## src/rtl/proc_packer_pkg.sv

```systemverilog
// Shared constants and helpers for the field packer.
// Slot offsets and count width live here so top and insert agree.
package proc_packer_pkg;

  localparam int FIELD_W_DEF    = 4;
  localparam int NUM_FIELDS_DEF = 4;
  localparam int MSB_FIRST_DEF  = 1;
  localparam int CNT_W_DEF      = 16;

  // Bit offset of slot idx inside the packed word.
  function automatic int slot_lsb(
    input int idx,
    input bit msb_first,
    input int fw,
    input int nf
  );
    if (msb_first)
      return (nf - 1 - idx) * fw;
    else
      return idx * fw;
  endfunction

  // Width needed to hold a field count of 1..nf.
  function automatic int count_w(input int nf);
    return $clog2(nf + 1);
  endfunction

endpackage

```

## src/rtl/proc_field_insert.sv

```systemverilog
// Combinational slot writer: returns acc with field placed
// into the slot selected by idx.
module proc_field_insert
  import proc_packer_pkg::*;
#(
  parameter int FIELD_W    = FIELD_W_DEF,
  parameter int NUM_FIELDS = NUM_FIELDS_DEF,
  parameter int MSB_FIRST  = MSB_FIRST_DEF,
  localparam int WORD_W    = FIELD_W * NUM_FIELDS,
  localparam int IDX_W     = $clog2(NUM_FIELDS)
) (
  input  logic [WORD_W-1:0]  acc,
  input  logic [FIELD_W-1:0] field,
  input  logic [IDX_W-1:0]   idx,
  output logic [WORD_W-1:0]  word
);

  // Overwrite only the selected slot; other slots pass through.
  always_comb begin
    word = acc;
    word[slot_lsb(int'(idx), MSB_FIRST != 0,
                  FIELD_W, NUM_FIELDS) +: FIELD_W] = field;
  end

endmodule

```

## src/rtl/proc_field_packer.sv

```systemverilog
// Packs a stream of narrow fields into registered wide words
// with flush, backpressure and a wrapping handoff counter.
module proc_field_packer
  import proc_packer_pkg::*;
#(
  parameter int FIELD_W    = FIELD_W_DEF,
  parameter int NUM_FIELDS = NUM_FIELDS_DEF,
  parameter int MSB_FIRST  = MSB_FIRST_DEF,
  parameter int CNT_W      = CNT_W_DEF
) (
  input  logic                              clk,
  input  logic                              rst_n,
  input  logic                              in_valid,
  output logic                              in_ready,
  input  logic [FIELD_W-1:0]                in_field,
  input  logic                              in_last,
  output logic                              out_valid,
  input  logic                              out_ready,
  output logic [FIELD_W*NUM_FIELDS-1:0]     out_data,
  output logic [count_w(NUM_FIELDS)-1:0]    out_count,
  output logic [CNT_W-1:0]                  word_cnt
);

  localparam int WORD_W = FIELD_W * NUM_FIELDS;
  localparam int IDX_W  = $clog2(NUM_FIELDS);
  localparam int CW     = count_w(NUM_FIELDS);

  logic [WORD_W-1:0] acc;
  logic [WORD_W-1:0] ins;
  logic [IDX_W-1:0]  idx;
  logic              accept;
  logic              complete;
  logic              handoff;
  logic              last_slot;

  proc_field_insert #(
    .FIELD_W    (FIELD_W),
    .NUM_FIELDS (NUM_FIELDS),
    .MSB_FIRST  (MSB_FIRST)
  ) u_insert (
    .acc   (acc),
    .field (in_field),
    .idx   (idx),
    .word  (ins)
  );

  // Handshake: a drained or empty output stage frees the input.
  always_comb begin
    in_ready  = rst_n && (!out_valid || out_ready);
    accept    = in_valid && in_ready;
    last_slot = (idx == IDX_W'(NUM_FIELDS - 1));
    complete  = accept && (in_last || last_slot);
    handoff   = out_valid && out_ready;
  end

  // Accumulator and fill index; a completed word restarts at slot 0.
  always_ff @(posedge clk or negedge rst_n) begin
    if (!rst_n) begin
      acc <= '0;
      idx <= '0;
    end else if (complete) begin
      acc <= '0;
      idx <= '0;
    end else if (accept) begin
      acc <= ins;
      idx <= idx + IDX_W'(1);
    end
  end

  // Output register: reload on completion, drop valid on handoff.
  always_ff @(posedge clk or negedge rst_n) begin
    if (!rst_n) begin
      out_valid <= 1'b0;
      out_data  <= '0;
      out_count <= '0;
    end else if (complete) begin
      out_valid <= 1'b1;
      out_data  <= ins;
      out_count <= CW'(idx) + CW'(1);
    end else if (handoff) begin
      out_valid <= 1'b0;
    end
  end

  // Count of words taken by the consumer, wrapping naturally.
  always_ff @(posedge clk or negedge rst_n) begin
    if (!rst_n)
      word_cnt <= '0;
    else if (handoff)
      word_cnt <= word_cnt + CNT_W'(1);
  end

endmodule

```

## config.mk

```make
export PLATFORM = sky130hd
export DESIGN_NAME = proc_field_packer
export DESIGN_NICKNAME = d
export VERILOG_FILES = /design/src/rtl/proc_packer_pkg.sv /design/src/rtl/proc_field_insert.sv /design/src/rtl/proc_field_packer.sv
export SDC_FILE = /design/constraint.sdc
export NUM_CORES = 1
export LEC_CHECK = 0
export ABC_AREA = 1
export BUFFER_PORTS_ARGS = -buffer_cell sky130_fd_sc_hd__buf_2
export CAP_MARGIN = 10
export CORE_UTILIZATION = 40
export CTS_CLUSTER_DIAMETER = 120
export DETAILED_ROUTE_END_ITERATION = 10
export GPL_TIMING_DRIVEN = 0
export HOLD_SLACK_MARGIN = 0.08
export PLACE_DENSITY_LB_ADDON = 0.25
export SETUP_SLACK_MARGIN = 0.4
export SLEW_MARGIN = 25
export SYNTH_ARGS = -nofsm -noshare
export SYNTH_HDL_FRONTEND = slang
export SYNTH_SLANG_ARGS = --single-unit
```

## constraint.sdc

```tcl
create_clock -name clk -period 2.8 [get_ports clk]
set_input_delay 0.42 -clock clk [delete_from_list [all_inputs] [get_ports clk]]
set_output_delay 0.42 -clock clk [all_outputs]
set_load 0.05 [all_outputs]
```

==> results list <==
* Outcome: finished clean
- The worst register-to-register path has a depth of 7.
* Post-synthesis net count: 323
- The count of final hold-check violations was 0.
- Total Neg Setup Slack: 0 ns
- Signal arrival time at the worst endpoint: 1.47 ns
- Number of hold buffers added after CTS: 0
- From left edge to right edge, the die measures 82.0 um.
* Endpoint of the worst-slack reg-to-reg timing path: out_data[0]
- Number of sinks on the clock net: 54
* Final layout net count: 375
- TritonCTS built the clock tree.
- Timing would allow up to 528 MHz.
- Clk network pwr share: 21.5%
- Maximum buffer depth of the clock tree: 2
- Number of filler cells placed in the layout: 619
- Number of antenna violations at the first check in global routing: 0
* Total GRT Usage: 17.6%
* TritonCTS Buffers: 5
- In the routed layout, each cell is associated on average with a via count of 4.70.
- Num ports: 46
- Once the clock tree was built, the setup fixing pass inserted 0 buffers.
- The H-tree was split into 2 levels.
* Clk Tree Root Cell: sky130_fd_sc_hd__clkbuf_8
* Total net switching power: 823 uW
* Weighted congestion at the end of routability-driven global placement: 0.896
* Critical-path cell list: buf_4, inv_2, nor2_4, buf_2
- Timing analysis after detailed placement gives a worst setup slack of 0.770 ns.
- Register area share after synthesis: 52.7%
- Area share of the largest cell type after synthesis: 52.7%
* First-pass iteration count of the detailed router: 4
- Layout cell share with drive strength beyond 1: 19.1%
- Among all flip-flop cells after synthesis, the most frequent one is sky130_fd_sc_hd__dfrtp_1.
* Core ar.: 6060 um2
- STA classifies the critical path startpoint as an input pin.
* Routed len/inst: 12.1 um
- Sequential cells account for 46.0% of the total power.
- Cell area after synthesis: 2560 um2
- Area growth syn-to-layout: 16.1%
- The floorplan has 28 rows.
- The count of nets left with antenna violations once routing finished came out at 0.
- Max VDD drop: 539 uV
- The setup check on the worst reg-to-reg path leaves a slack of 1.02 ns.
- Total of max-cap violations: 0
* Routed vias: 2051
* Synthesized flop and latch total: 54
- The die is 82.0 um tall.
- The slowest stage of the critical path is the sky130_fd_sc_hd__buf_4 cell.
* Number of global-route vias before repair: 1937
- Drt first-iter violations: 88
* PnR Total Power: 2060 uW
* Maximum clock skew at final layout: 0.00835 ns
- Proportion of register bits with asynchronous set or reset after synthesis: 100%
- The worst setup path is captured at a primary output.
- Number of synthesized flops with an enable pin: 0
- Synthesized area divided by synthesized cell count: 8.32 um2
* Warnings from Yosys: 0
* Drc violations: 0
* Die footprint: 6730 um2
* Final count of negative-setup-slack endpoints: 0
* Fraction of power consumed by combinational cells: 32.6%
- Overall overflow remaining after global route: 0
- In this run, post-CTS repair resized a total of 0 instances.
* Main area contributors after synthesis: sky130_fd_sc_hd__dfrtp_1 53%, sky130_fd_sc_hd__nand2_1 18%, sky130_fd_sc_hd__inv_1 5.4%
- Initial Utilization: 42.3%
- STA puts the critical path data required time at 2.38 ns.
* Crit Path Class: in2out
- Internal cell power: 1240 uW
* Worst hold path type: in2async
- Clock-pin slew was measured on the worst setup and hold paths at 0.09 ns.
- Slew Viols, Final: 0
- Power per Cell Area: 694 nW/um2
- Static power due to leakage: 0.00166 uW
- Switching part of the total: 39.9%
- Worst rel slew slack: 54.6%
- Of the available clock period, the critical path in the final layout requires 67.6%.
- Pin count of the biggest net entering global routing: 56
- Worst path setup slack after routing: 0.907 ns
* Wire length after detailed routing: 5.28 mm
- For the pin with the worst max-slew slack, the measured transition is 0.681 ns.
* Time the final worst path needs with I/O delays and setup: 1.89 ns
* Antenna diode count: 0
* Buf+Inv Stages, Crit Path: 3
* Final Util: 49.1%
- Delay of the slowest cell on the worst path: 0.52 ns
- RSZ-0062 raised after global routing: false
- Cells after synthesis: 308
- The first global-routing pass estimated 8.95 mm of wire.
* CP Max Fanout: 55
- Detailed placement finished with a half-perimeter wire length of 3.86 mm.
- The largest total area in the synthesized netlist belongs to sky130_fd_sc_hd__dfrtp_1.
* Netlist cell types: 25
- Worst R2R Start: idx[0]
- At the later pin of the worst-skew pair, clock insertion delay measures 0.30 ns.
* Number of buffers added on ports: 45
- Gate family responsible for the most delay along the worst path: buffers and inverters
[cell type report]
type | count | area [um2] | area share (%)
buffer | 5 | 40.0 | 1.35
clock buffer | 7 | 86.3 | 2.90
clock inverter | 1 | 5.00 | 0.168
inverter | 42 | 160 | 5.38
multi-input combinational | 207 | 1010 | 34.0
sequential | 54 | 1350 | 45.4
tap | 75 | 93.8 | 3.15
timing repair buffer | 45 | 228 | 7.65
[layer usage]
layer / share of wire (%) / GRT usage (%) / vias to the layer above / wire length, um
li1: - / - / 1067 / -
met1: 51 / 25.4 / 923 / 2710
met2: 43 / 25.5 / 57 / 2250
met3: 5.0 / 4.33 / 4 / 266
met4: 0.91 / 5.61 / 0 / 48
met5: 0 / 0 / - / 0
[through the flow]
step                hold slack (ns)  instance area (um2)  instances
floorplan                     0.124                 2560        308
global placement              0.460                 2880        428
detailed placement            0.460                 2880        428
CTS                           0.181                 2980        436
global route                  0.206                 2980        436
finish                        0.144                 2980        436
[power by group through the flow]
stage                     logic [uW]  clock network (uW)  registers [uW]
after floorplan                  237                   0            1230
after global placement           671                   0             961
after detailed placement         675                   0             966
after CTS                        676                 460             951
after global routing             728                 490             965
final                            672                 443             949
[cell families after synthesis]
kind of cell	share of synthesized area (%)
simple gates	26.7
compound gates	6.74
buf+inv	7.81
fa+ha+maj	2.93
flops	52.7
xor+xnor	3.08
[cell usage in the layout, fill, tap and decap left out, drive strengths merged]
cell type and instances:
o21ai 18, nand2 124, nor2 15, o21bai 1
nor3 3, ha 6, xnor2 3, clkbuf 7
buf 50, xor2 6, clkinv 2, dfrtp 54
nand3 11, o22ai 12, nand4 8, inv 41
[sequential cells by signal (all words and copies together), names as in the netlist]
| signal | cells |
|---|---|
| out_count | 3 |
| out_valid | 1 |
| word_cnt | 16 |
| acc | 16 |
| out_data | 16 |
| idx | 2 |
[synth_stat cells (2+ instances only)]
cell	number
sky130_fd_sc_hd__ha_1	6
sky130_fd_sc_hd__o22ai_1	12
sky130_fd_sc_hd__xnor2_1	3
sky130_fd_sc_hd__buf_6	2
sky130_fd_sc_hd__nor2_2	2
sky130_fd_sc_hd__inv_2	3
sky130_fd_sc_hd__nor3_1	2
sky130_fd_sc_hd__o21ai_0	4
sky130_fd_sc_hd__nand4_1	8
sky130_fd_sc_hd__o21ai_1	14
sky130_fd_sc_hd__buf_2	2
sky130_fd_sc_hd__nor2_4	2
sky130_fd_sc_hd__dfrtp_1	54
sky130_fd_sc_hd__nor2_1	11
sky130_fd_sc_hd__nand2_4	2
sky130_fd_sc_hd__xor2_1	6
sky130_fd_sc_hd__inv_1	37
sky130_fd_sc_hd__nand3_1	11
sky130_fd_sc_hd__nand2_1	121
[how the worst max path moves through the flow]
stage	endpoint	start	cells after the start	slack, ns
3_3_place_gp	idx[0]	rst_n	8	0.37
6_report	in_ready	rst_n	4	0.91
5_1_grt	in_ready	rst_n	4	0.74
4_1_cts	in_ready	rst_n	4	0.84
3_5_place_dp	out_data[14]	rst_n	9	0.77
2_1_floorplan	out_data[10]	out_valid	9	1.03
(Power assumes the default switching activity.)
